[config.mk]
export PLATFORM = sky130hd
export DESIGN_NAME = receptor_ps2
export DESIGN_NICKNAME = d
export VERILOG_FILES = /design/src/rtl/ps2_pkg.sv /design/src/rtl/filtro_ps2.sv /design/src/rtl/receptor_ps2.sv
export SDC_FILE = /design/constraint.sdc
export NUM_CORES = 1
export LEC_CHECK = 0
export CAP_MARGIN = 25
export CELL_PAD_IN_SITES_DETAIL_PLACEMENT = 1
export CELL_PAD_IN_SITES_GLOBAL_PLACEMENT = 1
export CORE_MARGIN = 3
export CORE_UTILIZATION = 47
export DETAILED_ROUTE_END_ITERATION = 10
export PLACE_DENSITY = 0.85
export SLEW_MARGIN = 20
export SYNTH_ARGS = -nofsm -noshare
export SYNTH_HDL_FRONTEND = slang
export SYNTH_SLANG_ARGS = --single-unit
[constraint.sdc]
create_clock -name clk -period 3.1 [get_ports clk]
set_input_delay 0.93 -clock clk [delete_from_list [all_inputs] [get_ports clk]]
set_output_delay 0.93 -clock clk [all_outputs]
set_load 0.05 [all_outputs]
[src/rtl/ps2_pkg.sv]
// PS/2 receive path shared definitions: FSM encoding, frame size
// and scan-code prefixes also used by the capture stage.
package ps2_pkg;

  typedef enum logic [1:0] {
    ST_IDLE = 2'd0,
    ST_DPS  = 2'd1,
    ST_LOAD = 2'd2
  } state_t;

  localparam int PS2_FRAME_BITS = 11;

  localparam logic [7:0] BRK = 8'hF0;
  localparam logic [7:0] EXT = 8'hE0;

endpackage

[src/rtl/filtro_ps2.sv]
// PS/2 line conditioning: 2-FF synchronisers, keyboard clock
// de-glitch filter and filtered-clock falling edge detector.
module filtro_ps2 #(
  parameter int FILTER_LEN = 8
) (
  input  logic clk,
  input  logic rst,
  input  logic dato_raw,
  input  logic clock_raw,
  output logic dato_s,
  output logic clock_f,
  output logic fall_edge
);

  logic [1:0]            d_sync;
  logic [1:0]            c_sync;
  logic [FILTER_LEN-1:0] muestras;
  logic                  clock_next;

  always_ff @(posedge clk) begin
    if (rst) begin
      d_sync   <= 2'b11;
      c_sync   <= 2'b11;
      muestras <= '1;
      clock_f  <= 1'b1;
    end else begin
      d_sync   <= {d_sync[0], dato_raw};
      c_sync   <= {c_sync[0], clock_raw};
      muestras <= {c_sync[1], muestras[FILTER_LEN-1:1]};
      clock_f  <= clock_next;
    end
  end

  // level only moves once the whole window agrees
  always_comb begin
    clock_next = clock_f;
    unique case (1'b1)
      (&muestras):  clock_next = 1'b1;
      (~|muestras): clock_next = 1'b0;
      default:      clock_next = clock_f;
    endcase
  end

  assign fall_edge = clock_f & ~clock_next;
  assign dato_s    = d_sync[1];

endmodule

[src/rtl/receptor_ps2.sv]
// PS/2 frame receiver: start, 8 data LSB-first, odd parity, stop.
// Define RX_PARITY_CHECK_EN to reject frames on parity/stop errors.
module receptor_ps2
  import ps2_pkg::*;
#(
  parameter int FILTER_LEN  = 8,
  parameter int TIMEOUT_CYC = 100000
) (
  input  logic       clk,
  input  logic       rst,
  input  logic       rx_en,
  input  logic       datoTeclado,
  input  logic       clockTeclado,
  output logic       rx_done_tick,
  output logic       rx_err_tick,
  output logic [7:0] dout,
  output logic       busy
);

  localparam int TW = $clog2(TIMEOUT_CYC);
  localparam logic [TW-1:0] TO_LAST = TW'(TIMEOUT_CYC - 1);

  logic                      dato_s;
  logic                      clock_f;
  logic                      fall_edge;
  state_t                    state;
  logic [PS2_FRAME_BITS-1:0] frame;
  logic [3:0]                n;
  logic [TW-1:0]             to_cnt;
  logic                      frame_ok;

  filtro_ps2 #(
    .FILTER_LEN(FILTER_LEN)
  ) u_filtro (
    .clk      (clk),
    .rst      (rst),
    .dato_raw (datoTeclado),
    .clock_raw(clockTeclado),
    .dato_s   (dato_s),
    .clock_f  (clock_f),
    .fall_edge(fall_edge)
  );

`ifdef RX_PARITY_CHECK_EN
  logic unused_bits;
  assign unused_bits = ^{frame[0], clock_f};
  assign frame_ok = (^frame[9:1]) & frame[10];
`else
  logic unused_bits;
  assign unused_bits = ^{frame[10:9], frame[0], clock_f};
  assign frame_ok = 1'b1;
`endif

  always_ff @(posedge clk) begin
    if (rst) begin
      state        <= ST_IDLE;
      frame        <= '0;
      n            <= '0;
      to_cnt       <= '0;
      dout         <= '0;
      rx_done_tick <= 1'b0;
      rx_err_tick  <= 1'b0;
      busy         <= 1'b0;
    end else begin
      rx_done_tick <= 1'b0;
      rx_err_tick  <= 1'b0;
      unique case (state)
        ST_IDLE: begin
          to_cnt <= '0;
          if (fall_edge && rx_en && !dato_s) begin
            frame <= {dato_s, frame[PS2_FRAME_BITS-1:1]};
            n     <= 4'd9;
            state <= ST_DPS;
            busy  <= 1'b1;
          end
        end
        ST_DPS: begin
          // an edge on the terminal count beats the timeout
          if (fall_edge) begin
            to_cnt <= '0;
            frame  <= {dato_s, frame[PS2_FRAME_BITS-1:1]};
            if (n == 4'd0) state <= ST_LOAD;
            else           n     <= n - 4'd1;
          end else if (to_cnt == TO_LAST) begin
            to_cnt      <= '0;
            rx_err_tick <= 1'b1;
            state       <= ST_IDLE;
            busy        <= 1'b0;
          end else begin
            to_cnt <= to_cnt + 1'b1;
          end
        end
        ST_LOAD: begin
          state <= ST_IDLE;
          busy  <= 1'b0;
          if (frame_ok) begin
            rx_done_tick <= 1'b1;
            dout         <= frame[8:1];
          end else begin
            rx_err_tick <= 1'b1;
          end
        end
        default: begin
          state <= ST_IDLE;
          busy  <= 1'b0;
        end
      endcase
    end
  end

endmodule
==> reports/metrics.csv <==
stage,metric,value,unit
synth,postSynthAreaPerCell,8.53,um2
min_path,hold_end,u_filtro.c_sync[1],
setup_path,crit-reg2reg-capture,to_cnt[9],
cts,post_cts_resize_count,0,
placement,place.detailed.instances,348,
cts,skew_pair_late_insertion_delay,0.34,ns
setup_path,critical_path.cell_chain,clkdlybuf4s50_1,
cts,clock_tree_from_tritoncts,done,
placement,detailedPlacementHpwl,3.96,mm
global_routing,grt_start_max_net_pins,43,
global_routing,antenna_found_initial,0,
drt,vias_per_cell,5.68,
cts,cts_buffers,9,
finish,layoutNonFillerInstCount,364,
setup_path,cp.required,2.17,ns
drt,via_count,2067,
finish,multi_input_area,1100,um2
min_path,min_delay_path_depth,1,
synth,post-synth-top-area-fraction,48.8,%
global_routing,grt_pass1_wl,10.1,mm
cts,clkTransAtPathRegs,0.06,ns
setup_path,slowest_delay,0.82,ns
power_and_ir_drop,power.share.switching,22.0,%
timing,timing.final.crit_period,2.45,ns
setup_path,worst-path-max-fanout,3,
timing,setup-tns-final,0,ns
cts,cts_max_path_buffers,2,
synth,synth-async-reset-ratio,0,%
power_and_ir_drop,report.power.total,1.38,mW
power_and_ir_drop,seq_power_share,53.5,%
synth,number_of_synthesized_flops_with_an_enable_pin,0,
synth,synth_flop_cell,sky130_fd_sc_hd__dfxtp_1,
placement,io_buffers,15,
cts,holdBufCountCts,0,
drt,drc,0,
power_and_ir_drop,netSwitchingPower,0.303,mW
timing,final_hold_viol_count,0,
power_and_ir_drop,vdd_drop_max,381,uV
timing,maxSlewHeadroom,54.9,%
power_and_ir_drop,pwr_density_cell,505,nW/um2
finish,diode_insertion_count_for_antenna_repair,0,
die,num_io_pins,16,
power_and_ir_drop,pwr-share-clk,44.7,%
finish,area_growth,16.6,%
cts,cts.sink_count,57,
synth,synth_top_cells_by_area,"sky130_fd_sc_hd__dfxtp_1 (49%), sky130_fd_sc_hd__a21oi_1 (5.6%), sky130_fd_sc_hd__nand2_1 (5.3%)",
die,rows,25,
synth,synth_sequential_area_ratio,48.8,%
die,die_area,5860,um2
cts,cts.root.buffer_cell,sky130_fd_sc_hd__clkbuf_8,
setup_path,setup.worst_path.start_class,flip-flop,
global_routing,grt_overflow_total,0,
synth,synth_cell_count_leaders,"sky130_fd_sc_hd__dfxtp_1 (57), sky130_fd_sc_hd__nand2_1 (33), sky130_fd_sc_hd__a21oi_1 (26)",
outcome,result_of_the_run,"finished, final reports clean",
timing,period_share,79.2,%
min_path,worst_hold_class,flip-flop to flip-flop,
timing,timing.final.setup_violations,0,
timing,final-max-slew-violation-count,0,
synth,yosysMostFrequentCell,sky130_fd_sc_hd__dfxtp_1,
drt,drt-total-wl,5.95,mm
synth,post_synth_instance_area,2340,um2
timing,max_clock_freq,0.407,GHz
global_routing,globalRouteTotalUtil,21.8,%
setup_path,setup_slack_reg_to_reg,0.65,ns
synth,synth.ff_latch_count,57,
setup_path,path_delay_family,buffers and inverters,
power_and_ir_drop,pwr-share-comb,1.8,%
die,chipWidth,76.5,um
synth,synth_top_cell_by_area,sky130_fd_sc_hd__dfxtp_1,
drt,initialDrtViolationCount,166,
setup_path,critPathBufInv,1,
drt,drt_pass1_iterations,4,
power_and_ir_drop,power_leakage,0.846,nW
setup_path,arrival_worst_endpoint,1.52,ns
setup_path,worstRegToRegCells,4,
die,initial_core_util,49.2,%
setup_path,critPathKind,flip-flop to primary output,
synth,synth.lib_cells_used.distinct,39,
setup_path,crit_path_top_delay_cell,sky130_fd_sc_hd__clkdlybuf4s50_1,
placement,gp_congestion,0.785,
timing,worst_hold_slack,0.413,ns
finish,sequential_cell_area,1140,um2
synth,synthesis.nets,281,
synth,netlist_instances,274,
global_routing,grt_pass1_vias,2073,
synth,synth_warnings,0,
setup_path,worst_r2r_startpoint,to_cnt[5],
die,floorplan.die.height,76.5,um
timing,finalClockSkew,0.0131,ns
cts,post-cts-setup-buffers,0,
die,core-area,4750,um2
finish,num-nets-final,299,
flow_run,drv_cap,0,
drt,drtAntennaViolNets,0,
drt,avgRoutedWirePerCell,16.3,um
power_and_ir_drop,power.internal,1.07,mW
finish,nFillCells,595,
setup_path,timing.critical_path.to_type,primary output,
timing,grt_setup_unrepaired,no,
cts,htree_levels,3,
finish,final_layout_size_suffix_gt1_share,11.8,%
min_path,worstHoldStart,u_filtro.c_sync[0],
timing,max_slew.worst_pin.slew,0.677,ns
==> registers in the layout, summed over array words and instances (netlist names), 2 cells and up <==
signal             count
dout                   8
u_filtro.c_sync        2
state                  2
u_filtro.muestras      8
to_cnt                17
n                      4
u_filtro.d_sync        2
frame                 10
==> power groups by stage <==
stage          Sequential, mW  Combinational [mW]  Clock (mW)
3_5_place_dp            0.753              0.0245           0
2_1_floorplan           0.753              0.0141           0
4_1_cts                 0.737              0.0247       0.624
5_1_grt                 0.737              0.0272       0.669
6_report                0.737              0.0243       0.616
3_3_place_gp            0.753              0.0241           0
==> final cells by class <==
type	instances	share of cell area [%]
sequential	57	41.9
multi-input combinational	193	40.3
timing repair buffer	20	6.88
clock buffer	13	5.83
tap	67	3.07
inverter	11	1.51
clock inverter	3	0.551
==> worst register-to-register path, stage by stage (launching register included) <==
cell and delay, ns:
sky130_fd_sc_hd__dfxtp_1 0.36, sky130_fd_sc_hd__or4b_1 0.59, sky130_fd_sc_hd__or4_4 0.62, sky130_fd_sc_hd__a32oi_2 0.62, sky130_fd_sc_hd__nor2_1 0.13
==> cell usage in the layout (no fill, tap or decap), types with 5 or more instances in the layout <==
master and instances:
sky130_fd_sc_hd__buf_4 5, sky130_fd_sc_hd__xnor2_1 7, sky130_fd_sc_hd__or3_1 7, sky130_fd_sc_hd__a21oi_1 26, sky130_fd_sc_hd__nor2_1 19, sky130_fd_sc_hd__nand2_1 33, sky130_fd_sc_hd__inv_1 11, sky130_fd_sc_hd__o21ai_0 17
sky130_fd_sc_hd__nand3_1 14, sky130_fd_sc_hd__nor4_1 6, sky130_fd_sc_hd__nand4_1 11, sky130_fd_sc_hd__clkbuf_8 11, sky130_fd_sc_hd__dfxtp_1 57, sky130_fd_sc_hd__or2_2 13, sky130_fd_sc_hd__clkdlybuf4s50_1 15
==> cells by family after synthesis <==
logic type	after synthesis	share of synthesized area [%]
DFF	57	48.8
and+or+nand+nor	121	27.0
buffers and inverters	24	4.18
AOI/OAI and AO/OA	61	15.6
adders and majority gates	2	1.07
xor gates and xnor gates	9	3.37
==> worst max-delay path by stage <==
stage / end / slack [ns] / startpoint / cells past startpoint
after floorplan: to_cnt[15] / 1.09 / to_cnt[5] / 5
after global placement: to_cnt[6] / 0.63 / rst / 4
after detailed placement: to_cnt[9] / 0.55 / rst / 4
after CTS: busy / 0.63 / busy / 1
after global routing: to_cnt[10] / 0.51 / to_cnt[5] / 4
final: busy / 0.65 / busy / 1
==> routing by layer <==
metal	GRT usage, %	vias up	routed length (um)
met3	6.03	12	268
met2	33.9	43	2910
met4	11.2	0	123
met5	0	-	0
met1	27.7	1008	2650
li1	-	1004	-
==> metrics by stage <==
| stage | worst slack [ns] | cell area [um2] | util [%] |
|---|---|---|---|
| floorplan | 1.09 | 2340 | - |
| global placement | 0.626 | 2550 | 53.7 |
| detailed placement | 0.553 | 2550 | 53.7 |
| CTS | 0.632 | 2730 | 57.3 |
| global route | 0.509 | 2730 | 57.3 |
| finish | 0.646 | 2730 | 57.3 |
Note: power is estimated with default switching activity, not from simulation.
